==> src/rtl/video_capture_pkg.sv <==
// rtl/video_capture_pkg.sv - shared types and helpers for the video capture stage
//   px_entry_t : one queued pixel {data, x, y, sof, eol}
//   state_t    : beam-tracking FSM states
//   pack_argb  : 9-bit RGB333 to ARGB8888
//   sat_inc    : 9-bit coordinate increment that saturates at 511
package video_capture_pkg;

    typedef enum logic {
        SYNC_WAIT = 1'b0,
        FRAME     = 1'b1
    } state_t;

    typedef struct packed {
        logic [31:0] data;
        logic [8:0]  x;
        logic [8:0]  y;
        logic        sof;
        logic        eol;
    } px_entry_t;

    localparam logic [8:0] COORD_MAX = 9'h1FF;

    // Each 3-bit channel lands in the top bits of its byte; alpha is opaque.
    function automatic logic [31:0] pack_argb(input logic [8:0] rgb);
        return {8'hFF, rgb[2:0], 5'b0, rgb[5:3], 5'b0, rgb[8:6], 5'b0};
    endfunction

    function automatic logic [8:0] sat_inc(input logic [8:0] v);
        return (v == COORD_MAX) ? v : v + 9'd1;
    endfunction

endpackage

==> src/rtl/video_capture_fifo.sv <==
// rtl/video_capture_fifo.sv - synchronous first-word-fall-through FIFO
//   clk, rst_n      : clock, asynchronous active-low reset (empties the FIFO)
//   wr_en, wr_data  : write request; accepted when not full or when a read happens in the same cycle
//   rd_en, rd_data  : read request (ignored when empty); rd_data always shows the head entry
//   full, empty     : occupancy flags
module video_capture_fifo #(
    parameter int WIDTH = 52,
    parameter int DEPTH = 16
) (
    input  logic             clk,
    input  logic             rst_n,
    input  logic             wr_en,
    input  logic [WIDTH-1:0] wr_data,
    input  logic             rd_en,
    output logic [WIDTH-1:0] rd_data,
    output logic             full,
    output logic             empty
);

    localparam int AW = $clog2(DEPTH);

    logic [WIDTH-1:0] mem [DEPTH];
    logic [AW:0]      wr_ptr_q, wr_ptr_d;
    logic [AW:0]      rd_ptr_q, rd_ptr_d;
    logic             do_wr, do_rd;

    // Pointers carry one extra wrap bit so full and empty are distinguishable.
    assign empty   = (wr_ptr_q == rd_ptr_q);
    assign full    = (wr_ptr_q[AW] != rd_ptr_q[AW]) && (wr_ptr_q[AW-1:0] == rd_ptr_q[AW-1:0]);
    assign do_rd   = rd_en && !empty;
    assign do_wr   = wr_en && (!full || do_rd);
    assign rd_data = mem[rd_ptr_q[AW-1:0]];

    always_comb begin
        wr_ptr_d = wr_ptr_q;
        rd_ptr_d = rd_ptr_q;
        if (do_wr) wr_ptr_d = wr_ptr_q + 1'b1;
        if (do_rd) rd_ptr_d = rd_ptr_q + 1'b1;
    end

    always_ff @(posedge clk or negedge rst_n) begin
        if (!rst_n) begin
            wr_ptr_q <= '0;
            rd_ptr_q <= '0;
        end else begin
            wr_ptr_q <= wr_ptr_d;
            rd_ptr_q <= rd_ptr_d;
        end
    end

    always_ff @(posedge clk) begin
        if (do_wr) mem[wr_ptr_q[AW-1:0]] <= wr_data;
    end

endmodule

==> src/rtl/video_capture.sv <==
// rtl/video_capture.sv - raw video sampling, beam tracking and pixel FIFO output
//   clk, reset_n                      : clock, asynchronous active-low reset
//   rgb_i, hsync_i, vsync_i           : raw colour and active-low syncs from the core
//   hblank_i, vblank_i                : active-high blanking
//   px_valid, px_ready                : output handshake, pop on valid && ready
//   px_data, px_x, px_y, px_sof, px_eol : FIFO head (zero while empty)
//   frame_done, frame_count           : per-frame pulse and wrapping frame counter
//   overflow, ovf_clr_i               : sticky pixel-drop flag and its clear
module video_capture
    import video_capture_pkg::*;
#(
    parameter int H_ACTIVE   = 256,
    parameter int V_ACTIVE   = 240,
    parameter int PIX_DIV    = 2,
    parameter int FIFO_DEPTH = 16
) (
    input  logic        clk,
    input  logic        reset_n,
    input  logic [8:0]  rgb_i,
    input  logic        hsync_i,
    input  logic        vsync_i,
    input  logic        hblank_i,
    input  logic        vblank_i,
    output logic        px_valid,
    input  logic        px_ready,
    output logic [31:0] px_data,
    output logic [8:0]  px_x,
    output logic [8:0]  px_y,
    output logic        px_sof,
    output logic        px_eol,
    output logic        frame_done,
    output logic [15:0] frame_count,
    output logic        overflow,
    input  logic        ovf_clr_i
);

    localparam int                DIV_W    = (PIX_DIV > 1) ? $clog2(PIX_DIV) : 1;
    localparam logic [DIV_W-1:0]  DIV_LAST = DIV_W'(PIX_DIV - 1);
    localparam logic [9:0]        H_LIM    = 10'(H_ACTIVE);
    localparam logic [9:0]        V_LIM    = 10'(V_ACTIVE);

    logic [8:0]       rgb_q;
    logic             hsync_q, vsync_q, hblank_q, vblank_q;
    logic             hsync_prev_q, vsync_prev_q, hblank_prev_q;
    logic [DIV_W-1:0] div_q, div_d;
    state_t           state_q, state_d;
    logic [8:0]       x_q, x_d, y_q, y_d;
    logic [15:0]      frame_count_q, frame_count_d;
    logic             overflow_q, overflow_d;

    logic             ce, vs_fall, hb_rise, active, in_window, push, pop;
    logic             fifo_full, fifo_empty;
    px_entry_t        entry_in, head;
    logic             sync_unused;

    // hsync is kept with its history for completeness, but lines are
    // delimited by hblank so nothing downstream consumes it.
    assign sync_unused = hsync_q ^ hsync_prev_q;

    assign ce        = (div_q == DIV_LAST);
    assign vs_fall   = vsync_prev_q && !vsync_q;
    assign hb_rise   = hblank_q && !hblank_prev_q;
    assign active    = ce && !hblank_q && !vblank_q;
    assign in_window = ({1'b0, x_q} < H_LIM) && ({1'b0, y_q} < V_LIM);
    assign pop       = !fifo_empty && px_ready;

    assign entry_in.data = pack_argb(rgb_q);
    assign entry_in.x    = x_q;
    assign entry_in.y    = y_q;
    assign entry_in.sof  = (x_q == 9'd0) && (y_q == 9'd0);
    assign entry_in.eol  = ({1'b0, x_q} == H_LIM - 10'd1);

    always_comb begin
        div_d         = ce ? '0 : div_q + DIV_W'(1);
        state_d       = state_q;
        x_d           = x_q;
        y_d           = y_q;
        frame_count_d = frame_count_q;
        frame_done    = 1'b0;
        push          = 1'b0;
        case (state_q)
            SYNC_WAIT: begin
                if (vs_fall) begin
                    state_d = FRAME;
                    x_d     = '0;
                    y_d     = '0;
                end
            end
            FRAME: begin
                if (vs_fall) begin
                    frame_done    = 1'b1;
                    frame_count_d = frame_count_q + 16'd1;
                    x_d           = '0;
                    y_d           = '0;
                end else if (hb_rise && (x_q != 9'd0)) begin
                    x_d = '0;
                    y_d = sat_inc(y_q);
                end else if (active) begin
                    // Clipped pixels still advance x so later lines stay aligned.
                    push = in_window;
                    x_d  = sat_inc(x_q);
                end
            end
            default: state_d = SYNC_WAIT;
        endcase
        // A simultaneous pop frees the slot, so only a push into a full FIFO
        // without a pop loses the pixel. A drop beats a clear in the same cycle.
        if (push && fifo_full && !pop) overflow_d = 1'b1;
        else if (ovf_clr_i)            overflow_d = 1'b0;
        else                           overflow_d = overflow_q;
    end

    always_ff @(posedge clk or negedge reset_n) begin
        if (!reset_n) begin
            rgb_q         <= '0;
            hsync_q       <= 1'b1;
            vsync_q       <= 1'b1;
            hblank_q      <= 1'b0;
            vblank_q      <= 1'b0;
            hsync_prev_q  <= 1'b1;
            vsync_prev_q  <= 1'b1;
            hblank_prev_q <= 1'b0;
            div_q         <= '0;
            state_q       <= SYNC_WAIT;
            x_q           <= '0;
            y_q           <= '0;
            frame_count_q <= '0;
            overflow_q    <= 1'b0;
        end else begin
            rgb_q         <= rgb_i;
            hsync_q       <= hsync_i;
            vsync_q       <= vsync_i;
            hblank_q      <= hblank_i;
            vblank_q      <= vblank_i;
            hsync_prev_q  <= hsync_q;
            vsync_prev_q  <= vsync_q;
            hblank_prev_q <= hblank_q;
            div_q         <= div_d;
            state_q       <= state_d;
            x_q           <= x_d;
            y_q           <= y_d;
            frame_count_q <= frame_count_d;
            overflow_q    <= overflow_d;
        end
    end

    video_capture_fifo #(
        .WIDTH ($bits(px_entry_t)),
        .DEPTH (FIFO_DEPTH)
    ) u_fifo (
        .clk     (clk),
        .rst_n   (reset_n),
        .wr_en   (push),
        .wr_data (entry_in),
        .rd_en   (px_ready),
        .rd_data (head),
        .full    (fifo_full),
        .empty   (fifo_empty)
    );

    // The FIFO memory is not reset, so outputs are forced to zero while empty.
    assign px_valid    = !fifo_empty;
    assign px_data     = fifo_empty ? '0 : head.data;
    assign px_x        = fifo_empty ? '0 : head.x;
    assign px_y        = fifo_empty ? '0 : head.y;
    assign px_sof      = !fifo_empty && head.sof;
    assign px_eol      = !fifo_empty && head.eol;
    assign frame_count = frame_count_q;
    assign overflow    = overflow_q;

endmodule

==> config.mk <==
export PLATFORM = sky130hd
export DESIGN_NAME = video_capture
export DESIGN_NICKNAME = d
export VERILOG_FILES = /design/src/rtl/video_capture_pkg.sv /design/src/rtl/video_capture_fifo.sv /design/src/rtl/video_capture.sv
export SDC_FILE = /design/constraint.sdc
export NUM_CORES = 1
export LEC_CHECK = 0
export ABC_AREA = 1
export BUFFER_PORTS_ARGS = -buffer_cell sky130_fd_sc_hd__buf_2
export CORE_AREA = 2 2 201 203
export DETAILED_ROUTE_END_ITERATION = 8
export DIE_AREA = 0 0 203 205
export PLACE_DENSITY = 0.74
export SETUP_SLACK_MARGIN = 0.02
export SYNTH_ARGS = -nofsm -noshare
export SYNTH_HDL_FRONTEND = slang
export SYNTH_SLANG_ARGS = --single-unit
==> constraint.sdc <==
create_clock -name clk -period 6.45 [get_ports clk]
set_input_delay 1.29 -clock clk [delete_from_list [all_inputs] [get_ports clk]]
set_output_delay 1.29 -clock clk [all_outputs]
set_load 0.005 [all_outputs]
# [Word level (Yosys, flattened, before mapping)]
# Memory sizes are Yosys's and may differ from the RTL's.
# Index checks and enable logic that the tools add are counted.
[totals] out_inout_bits=71 wordCells=89 input_bits=17 memories=1 ramBits=464 reg_bits=61
[mem_list] name="u_fifo.mem" words=16 word_bits=29 rd=1 rd_clocked_by_memory_dff=0 write_ports=1 line="video_capture_fifo.sv:22" source="logic [WIDTH-1:0] mem [DEPTH];"
[op_classes] eq_ne=11 reduce_logical=29 add_sub_neg=6 magnitude_cmp=2 bitwise=1 mux=25
[ops] cell="9-bit 2-to-1 mux" n=10
[ops] cell="9-bit one-hot mux with 2 select lines" n=2
[ops] cell="32-bit 2-to-1 mux" n=1
[ops] cell="9-bit by 1-bit adder with 9-bit output (second input constant)" n=2
[ops] cell="9-bit == test (second input constant)" n=2
[ops] cell="9-bit logical NOT" n=2
[ops] cell="16-bit by 1-bit adder with 16-bit output (second input constant)" n=1
[ops] cell="1-bit logical AND" n=14
[ops] cell="1-bit 2-to-1 mux" n=12
[ops] cell="5-bit by 1-bit adder with 5-bit output (second input constant)" n=2
[ops] cell="9-bit by 8-bit == test with 1-bit output (second input constant)" n=1
[ops] cell="9-bit by 8-bit < comparator with 1-bit output (second input constant)" n=1
[ops] cell="9-bit < comparator (second input constant)" n=1
[ops] cell="9-bit nonzero test" n=1
[ops] cell="1-bit logical NOT" n=7
[ops] cell="3-bit AND reduction" n=2
[ops] cell="5-bit == test" n=1
[ops] cell="4-bit == test" n=1
[ops] cell="4-bit by 1-bit != test with 1-bit output (second input constant)" n=1
[ops] cell="4-bit != test (second input constant)" n=1
[ops] cell="3-bit by 1-bit != test with 1-bit output (second input constant)" n=1
[ops] cell="3-bit != test (second input constant)" n=1
[ops] cell="2-bit != test (second input constant)" n=1
[ops] cell="2-bit AND reduction" n=1
[ops] cell="5 further kinds" n=5

# [Logic depth before layout (Yosys ltp)]
# Gate-level depths: netlist of the first run.
[depth] ltp_word=10 mapped_depth=12 mapped_depth_nobuf=12

# [Hierarchy]
# A second synthesis of the first run with hierarchy kept.
[unflattened] hier_cells=3042 hier_area_um2=36264.8
[modules_own_cells] mod="video_capture_fifo" area_each_um2=33313.2 cells_each=2633 n_inst=1 seq_area_each_um2=25234.2
[modules_own_cells] mod="video_capture" area_each_um2=2951.6 cells_each=409 n_inst=1 seq_area_each_um2=1278.7

# [Least setup slack after synthesis of the first run]
# No wires, ideal clock.
[synth_timing] path_kind="input -> register" start="in px_ready" end="mem u_fifo.mem[12][0] (netlist name), enable pin" setup_ps=451 required_ps=5999 path_buffers=1 setup_slack_ps=2283 t_arrival_ps=3715 stages=5 path_cell_list="nor2_1 -> nand3_4 -> nand2_1 -> buf_2 -> nor3_1"
[synth_between] elab_chain_cells=5
[synth_rtl] element="start: declaration" line="video_capture.sv:25" source="input logic px_ready,"
[synth_rtl] element="1-bit logical AND" line="video_capture_fifo.sv:30" source="assign do_rd = rd_en && !empty;"
[synth_rtl] element="1-bit logical OR" line="video_capture_fifo.sv:31" source="assign do_wr = wr_en && (!full || do_rd);"
[synth_rtl] element="1-bit logical AND" line="video_capture_fifo.sv:31"
[synth_rtl] element="1-bit 2-to-1 mux" line="video_capture_fifo.sv:52" source="if (do_wr) mem[wr_ptr_q[AW-1:0]] <= wr_data;"
[synth_rtl] element="1-bit 2-to-1 mux (implied by the code)" line="video_capture_fifo.sv:52"
[synth_rtl] element="end: declaration" line="video_capture_fifo.sv:22"
# No other way between the ends.

# [Final worst setup path of the first run]
[layout_timing] start="reg u_fifo.rd_ptr_q[1]" end="out px_x[0]"
[layout_between] elab_chain_cells=2 elab_cells_between_ends=3 cone_classes="1 x eq/ne; 1 x mux; 1 x memory"
[layout_rtl] element="start: declaration" line="video_capture_fifo.sv:24" source="logic [AW:0] rd_ptr_q, rd_ptr_d;"
[layout_rtl] element="start signal: assignment" line="video_capture_fifo.sv:47" source="rd_ptr_q <= rd_ptr_d;"
[layout_rtl] element="memory 16 x 29 bit / 5-bit == test (equally long branches)"
[layout_rtl] element="9-bit 2-to-1 mux *" line="video_capture.sv:164" source="assign px_x = fifo_empty ? '0 : head.x;"
[layout_rtl] element="end: declaration" line="video_capture.sv:27" source="output logic [8:0] px_x,"
# Mark *: on every way between the ends. The rest lies on a longest branch, timed or not.

==> impl_metrics.tcl, run 1 <==
set metrics [dict create \
    drc 0 \
    antenna_found_initial 0 \
    synth_seq_cells 525 \
    endpoint_kind "primary output" \
    post_cts_resized 0 \
    detail_route.wl_per_cell_um 19.2 \
    vias 14800 \
    antenna_left 0 \
    synth_cell_types 36 \
    multi_input_area_sq_um 5830 \
    die-area_sq_um 41600 \
    synth_area_leader_cell "edfxtp_1" \
    hold_depth 0 \
    nFillCells 2951 \
    cp-start-kind "flip-flop" \
    synth_top_area_share 0.628 \
    area_growth_pct 11.2 \
    viasPerCell 5.64 \
    place_congestion 0.845 \
    grt_pass1_vias 14400 \
    fmax_mhz 193 \
    grt_pass1_wl_mm 79.1 \
    final_nets 2083 \
    reg2regPathDepth 8 \
    clkLatencyLatePin_ps 590 \
    htree_levels 2 \
    drive_gt1_frac 0.111 \
    grt-ovfl-total 0 \
    numCtsBuffers 53 \
    rrSetupSlack_ps 2290 \
    io_pins 88 \
    min_from "vsync_q$_DFF_PN1_" \
    grt_use_total 0.249 \
    setup_viol 0 \
    fin_skew_ps 13.3 \
    post_cts.repair.setup_buffers 0 \
    slew_headroom 0.148 \
    final_cells 2624 \
    design_area_sq_um 24700 \
    rows 73 \
    final-hold-violation-count 0 \
    reg2reg_from "u_fifo.rd_ptr_q[0]$_DFFE_PN0P_" \
    min_period_over_period 0.803 \
    dp_slack_ps 1930 \
    seq_area_sq_um 15500 \
    p_leak_uw 0.00948 \
    cp.arrival_ps 3890 \
    cts_tree "yes" \
    powerDensity_nw_per_um2 408 \
    grt_max_degree 236 \
    timing.setup.tns_ps 0 \
    fin_crit_ps 5180 \
    rsz0062_at_grt "false" \
    clock_sinks 525 \
    fin_ws_ps 1270 \
    coreArea_sq_um 39400 \
    die_w_um 203 \
    hp-class "reg -> reg" \
    dpl.cell_count 2523 \
    drv_cap 0 \
    postSynthAreaPerCell_sq_um 11.1 \
    root_buffer "clkbuf_16" \
    start_util 0.564 \
    syn_inst 2005 \
    finalMaxSlewViolations 0 \
    worstMarginPinSlew_ps 1280 \
    port_buffers 71 \
    hold_path_end "vsync_prev_q$_DFF_PN1_" \
    path_class "reg -> out" \
    drt_pass1_iterations 6 \
    drt_iter0_drc 1419 \
    path_clk_slew_ps 60 \
    outcome "finished clean" \
    required_ps 5160 \
    synth.area.top_cells "edfxtp_1 63%, nand2_1 7.6%, dfrtp_1 6.7%" \
    ys_seq_area_frac 0.697 \
    clock_path_buffers 3 \
    ys_warn_count 0 \
    final_core_util 0.627 \
    timing.rr.end "u_fifo.mem[12][28]$_DFFE_PP_" \
    path_max_fanout 79 \
    wl_mm 50.5 \
    syn_area_sq_um 22200 \
    placed_area_sq_um 22900 \
    die-height_um 205 \
    dp_hpwl_mm 26.9 \
    cts_hold_buf 0 \
    irDropWorstVdd_mv 0.440 \
]
==> report_power, final <==
group          internal (uW)  switching, uW
Sequential              3830            198
Combinational            937           2010
Clock                   1830           1240
Total                   6600           3450
==> cell usage in the layout (no fill, tap or decap), types with 3 or more instances in the layout <==
cell type,n
edfxtp_1,464
nand2_1,450
nor2_1,335
o21ai_0,226
nand3_1,109
inv_1,79
buf_2,70
dfrtp_1,56
clkbuf_16,55
buf_4,34
o21ai_1,28
a21oi_1,20
nand4_1,18
clkbuf_1,16
nor3_2,15
xor2_1,15
conb_1,15
ha_1,13
clkinv_2,12
a21oi_2,10
nor3_1,7
xnor2_1,7
clkbuf_8,6
bufinv_16,5
nor2_2,3
clkinv_1,3
==> metal layers <==
| layer | up-vias | global-route usage | wire, um |
|---|---|---|---|
| met5 | - | 0 | 0 |
| met4 | 0 | 0.0813 | 1430 |
| met3 | 122 | 0.0444 | 4300 |
| met2 | 691 | 0.420 | 24700 |
| met1 | 7091 | 0.329 | 20000 |
| li1 | 6898 | - | - |
==> final cells by class <==
class | instances | area share
flip-flops and latches | 525 | 0.627
multi-input cells | 1285 | 0.236
clock buffers | 77 | 0.0616
well taps | 525 | 0.0266
repair buffers | 105 | 0.0254
inverters | 83 | 0.0129
clock inverters | 23 | 0.0101
diodes | 1 | 0.000101
==> stage by stage <==
stage | hold WS [ps] | power (uW)
finish | 386 | 10100
global route | 389 | 10600
CTS | 386 | 10100
detailed placement | 378 | 7020
global placement | 377 | 6950
floorplan | 361 | 6160
==> registers in the layout, indices dropped and copies added, names as in the netlist <==
register and flops:
ce 1, frame_count 16, hblank_prev_q 1, hblank_q 1
overflow 1, rgb_q 9, state_q 1, u_fifo.mem 464
u_fifo.rd_ptr_q 5, u_fifo.wr_ptr_q 5, vblank_q 1, vsync_prev_q 1
vsync_q 1, x_q 9, y_q 9
==> kinds of logic after synthesis <==
logic type / Yosys count / share of synthesized area
compound gates: 285 / 0.0661
xor+xnor: 22 / 0.00868
fa+ha+maj: 13 / 0.00733
buf+inv: 209 / 0.0471
flops: 525 / 0.697
other cells: 1 / 0.000169
simple gates: 950 / 0.174
==> Yosys cell counts, drive strengths merged <==
library cell and count:
nor4 1, xnor2 7, and2 1, nand2 454
dfrtp 59, o21bai 1, clkbuf 40, dfstp 2
nor2 341, or2 1, inv 83, a21oi 30
nand3b 1, xor2 15, buf 86, edfxtp 464
conb 1, nand4 18, nor3 22, nand3 111
ha 13, o21ai 254
==> how the worst max path moves through the flow <==
stage,from,end
after floorplan,px_ready,u_fifo.mem[12][0]$_DFFE_PP_
after global placement,u_fifo.rd_ptr_q[1]$_DFFE_PN0P_,px_x[8]
after detailed placement,u_fifo.rd_ptr_q[1]$_DFFE_PN0P_,px_x[8]
after CTS,u_fifo.rd_ptr_q[1]$_DFFE_PN0P_,px_x[8]
after global routing,u_fifo.rd_ptr_q[1]$_DFFE_PN0P_,px_x[0]
final,u_fifo.rd_ptr_q[1]$_DFFE_PN0P_,px_x[0]
==> worst max-delay path, stage by stage, from the launching register on <==
cell      delay [ps]
dfrtp_4          710
clkinv_2         120
buf_4            420
buf_4            840
o21ai_0          290
o21ai_1          190
nand2_1           60
nand2_1          100
inv_1             40
a21oi_1          250
buf_2            170
No activity file was read; power rests on OpenSTA's default activity.
==> run 2: changes to the inputs <==
--- a/config.mk
+++ b/config.mk
@@ -7,10 +7,10 @@
 export LEC_CHECK = 0
 export ABC_AREA = 1
 export BUFFER_PORTS_ARGS = -buffer_cell sky130_fd_sc_hd__buf_2
-export CORE_AREA = 2 2 201 203
+export CORE_AREA = 2 2 203 205
 export DETAILED_ROUTE_END_ITERATION = 8
-export DIE_AREA = 0 0 203 205
-export PLACE_DENSITY = 0.74
+export DIE_AREA = 0 0 205 207
+export PLACE_DENSITY = 0.75
 export SETUP_SLACK_MARGIN = 0.02
 export SYNTH_ARGS = -nofsm -noshare
 export SYNTH_HDL_FRONTEND = slang
==> constraint.sdc (replaced) <==
create_clock -name clk -period 4.15 [get_ports clk]
set_input_delay 0.83 -clock clk [delete_from_list [all_inputs] [get_ports clk]]
set_output_delay 0.83 -clock clk [all_outputs]
set_load 0.005 [all_outputs]
==> run 2 against run 1 <==
Net effect:
- worst hold slack worse by 55 ps
- global-route usage is 0.22 points lower
- critical path depth is 1 higher
- final cell count is 0.65% higher
- register-to-register slack worse by 1700 ps
- sequential power is 55% higher
- sequential cell count stayed put
- via count is 0.52% higher
- non-clock buffer count is 13 higher
- combinational power is 58% higher
- largest cell class unchanged
- largest power group unchanged
==> impl_metrics.tcl, run 2 (same netlist as run 1, synthesis figures left out) <==
set metrics [dict create \
    rsz0062_at_grt "false" \
    powerDensity_nw_per_um2 629 \
    drc 0 \
    die-height_um 207 \
    min_period_over_period 0.931 \
    path_class "reg -> out" \
    path_clk_slew_ps 60 \
    cts_hold_buf 0 \
    coreArea_sq_um 40400 \
    seq_power_share 0.403 \
    hp-class "in -> reg" \
    grt_max_degree 118 \
    switching_share 0.349 \
    design_area_sq_um 24700 \
    antenna_found_initial 1 \
    fmax_mhz 259 \
    clock_sinks 525 \
    grt_pass1_vias 14500 \
    worstMarginPinSlew_ps 1270 \
    cp.arrival_ps 3030 \
    viasPerCell 5.63 \
    drive_gt1_frac 0.118 \
    area_growth_pct 11.4 \
    die_w_um 205 \
    fin_crit_ps 3860 \
    irDropWorstVdd_mv 0.575 \
    final_nets 2095 \
    start_util 0.550 \
    clock_path_buffers 3 \
    diodes 0 \
    root_buffer "clkbuf_16" \
    vias 14900 \
    drt_iter0_drc 1546 \
    antenna_left 0 \
    placed_area_sq_um 23000 \
    required_ps 3320 \
    finalMaxSlewViolations 0 \
    final-hold-violation-count 0 \
    p_comb_frac 0.299 \
    clkLatencyLatePin_ps 600 \
    p_leak_uw 0.00952 \
    rows 74 \
    detail_route.wl_per_cell_um 19.7 \
    dp_hpwl_mm 28.2 \
    final_cell_mix "464 x edfxtp_1, 450 x nand2_1, 335 x nor2_1" \
    post_cts.repair.setup_buffers 0 \
    nFillCells 3122 \
    io_pins 88 \
    post_cts_resized 0 \
    grt-ovfl-total 0 \
    grt_use_total 0.246 \
    htree_levels 2 \
    final_common_cell "edfxtp_1" \
    path_max_fanout 83 \
    outcome "finished clean" \
    place_congestion 0.818 \
    cts_tree "yes" \
    p_int_uw 10100 \
    largest_reg_flops 464 \
    numCtsBuffers 52 \
    drt_pass1_iterations 5 \
    timing.setup.tns_ps 0 \
    grt_pass1_wl_mm 80.0 \
    fin_skew_ps 19.7 \
    slew_headroom 0.149 \
    wl_mm 52.0 \
    setup_viol 0 \
    final_core_util 0.612 \
    p_switching_uw 5440 \
    cp-start-kind "flip-flop" \
    die-area_sq_um 42400 \
    port_buffers 71 \
    endpoint_kind "primary output" \
    p_clk_frac 0.299 \
    drv_cap 0 \
]
==> run 2: changes by cell type in the layout (fill, tap and decap cells not counted), moves of 2 or more <==
| cell | before | now |
|---|---|---|
| clkinvlp_4 | 2 | 4 |
| bufinv_16 | 5 | 3 |
| clkbuf_8 | 6 | 9 |
| buf_4 | 34 | 47 |
| clkbuf_1 | 16 | 10 |
| inv_6 | 2 | 4 |
| clkbuf_16 | 55 | 53 |
==> run 2: metrics by stage <==
| step | hold WS (ps) | std cells | setup slack, ps | power [uW] |
|---|---|---|---|---|
| 5_1_grt | 321 | 2641 | 48.6 | 16400 |
| 4_1_cts | 306 | 2641 | 261 | 15600 |
| 3_3_place_gp | 370 | 2543 | 753 | 10900 |
| 2_1_floorplan | 361 | 2019 | 352 | 9580 |
| 6_report | 331 | 2641 | 286 | 15600 |
| 3_5_place_dp | 371 | 2543 | 734 | 11000 |
==> run 2: final cells by class <==
type	instances	area, sq um	share of cell area
flip-flops and latches	525	15500	0.626
multi-input cells	1285	5830	0.236
clock buffers	72	1490	0.0602
repair buffers	118	723	0.0293
well taps	532	666	0.0269
inverters	83	318	0.0129
clock inverters	26	221	0.00896
==> run 2: worst paths after layout <==
check / startpoint / to / slack, ps / cells after the start
worst min register to register: vsync_q$_DFF_PN1_ / vsync_prev_q$_DFF_PN1_ / 380 / 0
min in group asynchronous: reset_n / hblank_prev_q$_DFF_PN0_ / 360 / 1
worst min-delay path: vsync_i / vsync_q$_DFF_PN1_ / 330 / 1
max in group asynchronous: reset_n / u_fifo.rd_ptr_q[0]$_DFFE_PN0P_ / 3070 / 1
worst max register to register: y_q[6]$_DFFE_PN0P_ / u_fifo.mem[4][22]$_DFFE_PP_ / 600 / 8
worst max-delay path: u_fifo.rd_ptr_q[0]$_DFFE_PN0P_ / px_y[4] / 290 / 11
==> run 2: power by group through the flow <==
stage	sequential (uW)	clock [uW]	combinational, uW
CTS	6260	4710	4650
global placement	6360	0	4510
finish	6260	4650	4650
detailed placement	6370	0	4620
global route	6290	4910	5180
floorplan	6180	0	3400
==> run 2: metal layers <==
metal,GRT usage,up-vias,part of all wire
li1,-,6922,-
met1,0.316,7233,0.39
met2,0.415,590,0.50
met3,0.0407,132,0.075
met4,0.106,2,0.040
met5,0,-,0.00031
==> run 2: critical path, cell delays in order (launching register included) <==
cell,delay [ps]
dfrtp_4,600
inv_6,190
buf_4,670
nand2_1,110
nand2_1,90
nand2_1,50
o21ai_0,120
nand2_1,70
nand2_1,70
inv_1,70
a21oi_2,170
buf_2,140
